[config.mk]
export PLATFORM = sky130hd
export DESIGN_NAME = fx2_ep_scheduler_flat
export DESIGN_NICKNAME = d
export VERILOG_FILES = /design/src/rtl/fx2_ep_scheduler_if.sv /design/src/rtl/fx2_ep_scheduler.sv /design/src/flat_wrapper.sv
export SDC_FILE = /design/constraint.sdc
export NUM_CORES = 1
export LEC_CHECK = 0
export ABC_AREA = 1
export BUFFER_PORTS_ARGS = -buffer_cell sky130_fd_sc_hd__buf_2
export CORE_MARGIN = 10
export CORE_UTILIZATION = 60
export CTS_CLUSTER_SIZE = 16
export DETAILED_ROUTE_END_ITERATION = 6
export GPL_TIMING_DRIVEN = 0
export PLACE_DENSITY_LB_ADDON = 0.1
export SLEW_MARGIN = 10
export SYNTH_ARGS = -nofsm -noshare
export SYNTH_HDL_FRONTEND = slang
export SYNTH_SLANG_ARGS = --single-unit
[constraint.sdc]
create_clock -name clk -period 3.5 [get_ports clk]
set_input_delay 0.175 -clock clk [delete_from_list [all_inputs] [get_ports clk]]
set_output_delay 0.175 -clock clk [all_outputs]
set_load 0.005 [all_outputs]
[src/rtl/fx2_ep_scheduler_if.sv]
// FX2 slave-FIFO scheduler bus: flag pins and datapath handshake in, FIFOADR and grant out.
// master = the scheduler, slave = the FX2 flag pins plus the granted byte movers.
interface fx2_ep_scheduler_if;
    logic        usb_ep2_empty;
    logic        usb_ep4_empty;
    logic        usb_ep6_full;
    logic        usb_ep8_full;
    logic        dac_space_ok;
    logic        adc_data_ok;
    logic        cmd_pending;
    logic        xfer_byte;
    logic        xfer_done;
    logic [1:0]  usb_addr;
    logic [3:0]  grant;
    logic        grant_valid;
    logic [15:0] burst_count;

    modport master (
        input  usb_ep2_empty, usb_ep4_empty, usb_ep6_full, usb_ep8_full,
        input  dac_space_ok, adc_data_ok, cmd_pending, xfer_byte, xfer_done,
        output usb_addr, grant, grant_valid, burst_count
    );

    modport slave (
        output usb_ep2_empty, usb_ep4_empty, usb_ep6_full, usb_ep8_full,
        output dac_space_ok, adc_data_ok, cmd_pending, xfer_byte, xfer_done,
        input  usb_addr, grant, grant_valid, burst_count
    );
endinterface

[src/rtl/fx2_ep_scheduler.sv]
// Round-robin arbiter for the FX2 slave-FIFO bus across EP2/EP4/EP6/EP8 with address settle
// and bounded bursts. Define FX2_SCHED_CMD_PRIO_EN to give EP4 commands absolute priority.
module fx2_ep_scheduler #(
    parameter int MAX_BURST     = 512,
    parameter int SETTLE_CYCLES = 2
) (
    input  logic                  clk,
    input  logic                  reset,
    fx2_ep_scheduler_if.master    bus
);

    typedef enum logic [1:0] {
        ST_IDLE,
        ST_SETTLE,
        ST_ACTIVE,
        ST_RELEASE
    } state_t;

    localparam logic [16:0] BURST_LIMIT = 17'(MAX_BURST);
    localparam logic [3:0]  SETTLE_LAST = 4'(SETTLE_CYCLES - 1);

    state_t      state_q, state_d;
    logic [1:0]  addr_q, addr_d;
    logic [1:0]  last_q, last_d;
    logic [3:0]  grant_q, grant_d;
    logic        grant_valid_q, grant_valid_d;
    logic [15:0] count_q, count_d;
    logic [3:0]  settle_q, settle_d;

    logic [3:0]  elig;
    logic [2:0]  pick;
    logic        burst_full;

    // First eligible endpoint after 'last', wrapping; result is {found, index}.
    function automatic logic [2:0] rr_pick(input logic [3:0] e, input logic [1:0] last);
        logic [2:0] r;
        logic [1:0] c;
        r = 3'b000;
        for (int k = 1; k <= 4; k++) begin
            c = last + 2'(k);
            if (!r[2] && e[c]) begin
                r = {1'b1, c};
            end
        end
        return r;
    endfunction

    function automatic logic [3:0] onehot(input logic [1:0] idx);
        return 4'b0001 << idx;
    endfunction

    always_comb begin
        elig[0] = !bus.usb_ep2_empty && bus.dac_space_ok;
        elig[1] = !bus.usb_ep4_empty;
        elig[2] = !bus.usb_ep6_full && bus.adc_data_ok;
        elig[3] = !bus.usb_ep8_full && bus.cmd_pending;
    end

`ifdef FX2_SCHED_CMD_PRIO_EN
    always_comb begin
        if (elig[1]) begin
            pick = 3'b101;
        end else begin
            pick = rr_pick(elig & 4'b1101, last_q);
        end
    end
`else
    always_comb begin
        pick = rr_pick(elig, last_q);
    end
`endif

    // The byte on the limit cycle is counted, so compare against count+1.
    assign burst_full = bus.xfer_byte && (({1'b0, count_q} + 17'd1) == BURST_LIMIT);

    always_comb begin
        state_d       = state_q;
        addr_d        = addr_q;
        last_d        = last_q;
        grant_d       = grant_q;
        grant_valid_d = grant_valid_q;
        count_d       = count_q;
        settle_d      = settle_q;

        case (state_q)
            ST_IDLE: begin
                if (pick[2]) begin
                    addr_d   = pick[1:0];
                    settle_d = 4'd0;
                    if (SETTLE_CYCLES == 0) begin
                        grant_d       = onehot(pick[1:0]);
                        grant_valid_d = 1'b1;
                        count_d       = 16'd0;
                        state_d       = ST_ACTIVE;
                    end else begin
                        state_d = ST_SETTLE;
                    end
                end
            end

            ST_SETTLE: begin
                if (!elig[addr_q]) begin
                    state_d = ST_RELEASE;
                end else if (settle_q == SETTLE_LAST) begin
                    grant_d       = onehot(addr_q);
                    grant_valid_d = 1'b1;
                    count_d       = 16'd0;
                    state_d       = ST_ACTIVE;
                end else begin
                    settle_d = settle_q + 4'd1;
                end
            end

            ST_ACTIVE: begin
                if (bus.xfer_byte) begin
                    count_d = count_q + 16'd1;
                end
                if (burst_full || bus.xfer_done || !elig[addr_q]) begin
                    grant_d       = 4'b0000;
                    grant_valid_d = 1'b0;
                    state_d       = ST_RELEASE;
                end
            end

            ST_RELEASE: begin
`ifdef FX2_SCHED_CMD_PRIO_EN
                if (addr_q != 2'd1) begin
                    last_d = addr_q;
                end
`else
                last_d = addr_q;
`endif
                state_d = ST_IDLE;
            end

            default: begin
                grant_d       = 4'b0000;
                grant_valid_d = 1'b0;
                state_d       = ST_IDLE;
            end
        endcase
    end

    always_ff @(posedge clk) begin
        if (reset) begin
            state_q       <= ST_IDLE;
            addr_q        <= 2'd0;
            last_q        <= 2'd3;
            grant_q       <= 4'b0000;
            grant_valid_q <= 1'b0;
            count_q       <= 16'd0;
            settle_q      <= 4'd0;
        end else begin
            state_q       <= state_d;
            addr_q        <= addr_d;
            last_q        <= last_d;
            grant_q       <= grant_d;
            grant_valid_q <= grant_valid_d;
            count_q       <= count_d;
            settle_q      <= settle_d;
        end
    end

    assign bus.usb_addr    = addr_q;
    assign bus.grant       = grant_q;
    assign bus.grant_valid = grant_valid_q;
    assign bus.burst_count = count_q;

endmodule

[src/flat_wrapper.sv]
// flat-port wrapper written by rule: the top's interface ports become plain ports
module fx2_ep_scheduler_flat 
#(
    parameter int MAX_BURST     = 512,
    parameter int SETTLE_CYCLES = 2
)
  (clk, reset, bus_usb_ep2_empty, bus_usb_ep4_empty, bus_usb_ep6_full, bus_usb_ep8_full, bus_dac_space_ok, bus_adc_data_ok, bus_cmd_pending, bus_xfer_byte, bus_xfer_done, bus_usb_addr, bus_grant, bus_grant_valid, bus_burst_count);
  fx2_ep_scheduler_if bus_i ();
  input  logic clk;
  input  logic reset;
  input wire logic [$bits(bus_i.usb_ep2_empty)-1:0] bus_usb_ep2_empty;
  input wire logic [$bits(bus_i.usb_ep4_empty)-1:0] bus_usb_ep4_empty;
  input wire logic [$bits(bus_i.usb_ep6_full)-1:0] bus_usb_ep6_full;
  input wire logic [$bits(bus_i.usb_ep8_full)-1:0] bus_usb_ep8_full;
  input wire logic [$bits(bus_i.dac_space_ok)-1:0] bus_dac_space_ok;
  input wire logic [$bits(bus_i.adc_data_ok)-1:0] bus_adc_data_ok;
  input wire logic [$bits(bus_i.cmd_pending)-1:0] bus_cmd_pending;
  input wire logic [$bits(bus_i.xfer_byte)-1:0] bus_xfer_byte;
  input wire logic [$bits(bus_i.xfer_done)-1:0] bus_xfer_done;
  output wire logic [$bits(bus_i.usb_addr)-1:0] bus_usb_addr;
  output wire logic [$bits(bus_i.grant)-1:0] bus_grant;
  output wire logic [$bits(bus_i.grant_valid)-1:0] bus_grant_valid;
  output wire logic [$bits(bus_i.burst_count)-1:0] bus_burst_count;
  assign bus_i.usb_ep2_empty = bus_usb_ep2_empty;
  assign bus_i.usb_ep4_empty = bus_usb_ep4_empty;
  assign bus_i.usb_ep6_full = bus_usb_ep6_full;
  assign bus_i.usb_ep8_full = bus_usb_ep8_full;
  assign bus_i.dac_space_ok = bus_dac_space_ok;
  assign bus_i.adc_data_ok = bus_adc_data_ok;
  assign bus_i.cmd_pending = bus_cmd_pending;
  assign bus_i.xfer_byte = bus_xfer_byte;
  assign bus_i.xfer_done = bus_xfer_done;
  assign bus_usb_addr = bus_i.usb_addr;
  assign bus_grant = bus_i.grant;
  assign bus_grant_valid = bus_i.grant_valid;
  assign bus_burst_count = bus_i.burst_count;
  fx2_ep_scheduler #(.MAX_BURST(MAX_BURST), .SETTLE_CYCLES(SETTLE_CYCLES)) u_core (.clk(clk), .reset(reset), .bus(bus_i));
endmodule
==> reports/metrics.csv <==
metric;value;unit
Num CTS Buffers;5;
clock root buffer;clkbuf_4;
Final setup viols;0;
share of the synthesized area in the top cell type;30.19;%
max cap viols;0;
Synth Register Bits;31;
Post-Syn Area per Cell;6.384;um2
Final Hold Fails;0;
FF-to-FF path depth;12;
LEAKAGE;1.050;nW
routed via count;2109;
crit path max fanout;5;
EDFF count, synth;0;
first-pass GRT wire length;8.424;mm
CORE AREA;0.003311;mm2
total number of yosys warnings;0;
die width;78.54;um
Post-synth top flop;dfxtp_1;
placed cell count;401;
count leader, synth;nand2_1;
sequential share of the synthesized area;30.19;%
Finished Layout Cells;409;
antenna diode count;0;
HP Class;input port to flop;
Post-CTS Setup Repair Bufs;0;
CP Capture Type;flop;
async set or reset register ratio after synthesis;0;%
Die Area;0.006168;mm2
synth unique cells;30;
GRT Total Usage;16.32;%
Final Util;70.33;%
RSZ-0062 raised after global routing;false;
WL final;4.898;mm
H-tree levels;2;
period utilisation layout;59.65;%
most area-consuming cells after synthesis;dfxtp_1, nand2_1, nor2_1;
worst skew pair latency;0.33;ns
syn nets;341;
cell row count;21;
source of the worst register-to-register timing path;u_core.bus.burst_count[1]$_SDFFE_PP0P_;
DR vias/cell;5.156;
post-CTS resize count;0;
power per cell area;602.3;mW/mm2
Die H;78.54;um
vias in the first global route;1954;
maximum VDD drop;0.4113;mV
initial antenna violation count;0;
Gate Count Post-Synth;322;
synthesis-to-layout area growth;13.27;%
CTS tree;done;
clk_skew;0.004837;ns
synth cell count leaders;nand2_1, nor2_1, inv_1, dfxtp_1, a21oi_1;
Routed wire per std cell;11.98;um
# clock sinks;31;
Initial Utilization;62.09;%
share of cells above drive strength 1;17.63;%
RR Endpoint;u_core.bus.grant[3]$_SDFFE_PP0P_;
dominant cell type by area after synthesis;dfxtp_1;
relative slew slack;60.99;%
# DRC;0;
fmax;478.9;MHz
iteration-0 DRC count of the detailed router;144;
clk buf depth;2;
final worst setup slack;1.412;ns
reg2reg setup slack;1.41;ns
Post-layout nets;381;
GRT overflow;0;
CP Data Required Time;3.70;ns
outcome;complete, no violations;
CP startpoint kind;flop;
clock-pin transition on the worst setup and hold timing paths;0.10;ns
fillers;341;
critical path arrival;2.28;ns
Final TNS setup;0;ns
IO Count;34;
Port Buf Inserts;33;
dpl hpwl;3.813;mm
area of the multi-input gates;0.001277;mm2
Tmin final;2.088;ns
antenna viol nets, final;0;
critical path type;flop to flop;
Slew @ Worst Pin;0.5852;ns
CTS Hold Bufs;0;
Mapped Area;0.002056;mm2
max-slew violation count;0;
Critical Path Start;u_core.bus.burst_count[1]$_SDFFE_PP0P_;
first-pass detailed-route iteration total;4;
capture point of the worst path;u_core.bus.grant[3]$_SDFFE_PP0P_;
largest net degree at the start of global routing;11;
Place WS;1.406;ns
Final GP Congestion;0.9059;
area taken by flip-flops and latches;620.6;um2
-- cells in the final DEF (no fill, tap or decap), types with 3 or more instances in the layout --
| cell type | count |
|---|---|
| a21oi_1 | 22 |
| nand2_4 | 3 |
| inv_1 | 33 |
| nor2_1 | 51 |
| o21ai_1 | 3 |
| nand2_2 | 6 |
| buf_2 | 33 |
| o21ai_0 | 15 |
| nor3_1 | 4 |
| nand3b_1 | 3 |
| xor2_1 | 4 |
| nand3_1 | 15 |
| clkbuf_4 | 5 |
| clkbuf_1 | 4 |
| nand2_1 | 91 |
| o21bai_1 | 3 |
| inv_2 | 3 |
| dfxtp_1 | 31 |
| ha_1 | 8 |
| nand4_1 | 7 |
-- logic make-up (layout without fill, tap and decap cells) --
family          after synthesis  count (layout)  synth area share, %
xor+xnor                      6               6                3.286
simple gates                185             185                39.44
fa+ha+maj                     8               8                4.869
flops                        31              31                30.19
compound gates               52              52                14.55
buf+inv                      40              81                7.669
-- layer usage --
metal	up-vias	wire (um)	global-route usage, %
met4	0	86	6.810
met3	9	199	4.897
met1	943	2174	18.39
li1	1118	-	-
met5	-	0	0
met2	39	2438	27.96
-- final cells by class --
type / instances / share of cell area [%]
plain buffers: 3 / 0.8060
clock buffers: 7 / 1.934
clock inverters: 1 / 0.2149
inverters: 37 / 5.965
multi-input cells: 251 / 54.86
flip-flops and latches: 31 / 26.65
well taps: 46 / 2.472
repair buffers: 33 / 7.093
-- state kept, by name, summed over array words and instances (netlist names) --
name                    count
u_core.bus.burst_count     16
u_core.bus.grant_valid      1
u_core.bus.usb_addr         2
u_core.last_q               2
u_core.bus.grant            4
u_core.settle_q             4
u_core.state_q              2
-- critical path, stage by stage (launching register included) --
cell and delay (ns):
dfxtp_1 0.40, ha_1 0.25, nand3_1 0.14, nor2_1 0.23, nand3_1 0.11, nand2_1 0.08
nand2_1 0.07, nor3_1 0.20, nand2_1 0.09, nand2_1 0.10, nand2_1 0.14, nand2_1 0.10
a21oi_1 0.05
-- power breakdown --
part / total, mW / switching [mW] / internal, mW
logic: 0.716 / 0.461 / 0.255
clock network: 0.204 / 0.125 / 0.0783
registers: 0.483 / 0.0657 / 0.417
total: 1.40 / 0.652 / 0.750
-- how the worst min path moves through the flow --
stage / from / to / slack (ns) / cells after the start
6_report: reset / u_core.bus.usb_addr[0]$_SDFFE_PP0P_ / 0.12 / 4
5_1_grt: reset / u_core.bus.usb_addr[0]$_SDFFE_PP0P_ / 0.13 / 4
4_1_cts: reset / u_core.bus.usb_addr[0]$_SDFFE_PP0P_ / 0.11 / 4
3_5_place_dp: u_core.bus.grant[1]$_SDFFE_PP0P_ / u_core.bus.grant[1]$_SDFFE_PP0P_ / 0.45 / 2
3_3_place_gp: u_core.bus.grant[3]$_SDFFE_PP0P_ / u_core.bus.grant[3]$_SDFFE_PP0P_ / 0.45 / 2
2_1_floorplan: reset / u_core.bus.usb_addr[0]$_SDFFE_PP0P_ / 0.32 / 3
-- metrics by stage --
stage	hold slack, ns	power (mW)	instance area (um2)
detailed placement	0.4522	1.207	2278
finish	0.1219	1.402	2328
CTS	0.1053	1.410	2328
global placement	0.4465	1.187	2278
global route	0.1259	1.531	2328
floorplan	0.3231	1.037	2056
Note: power is estimated with default switching activity, not from simulation.
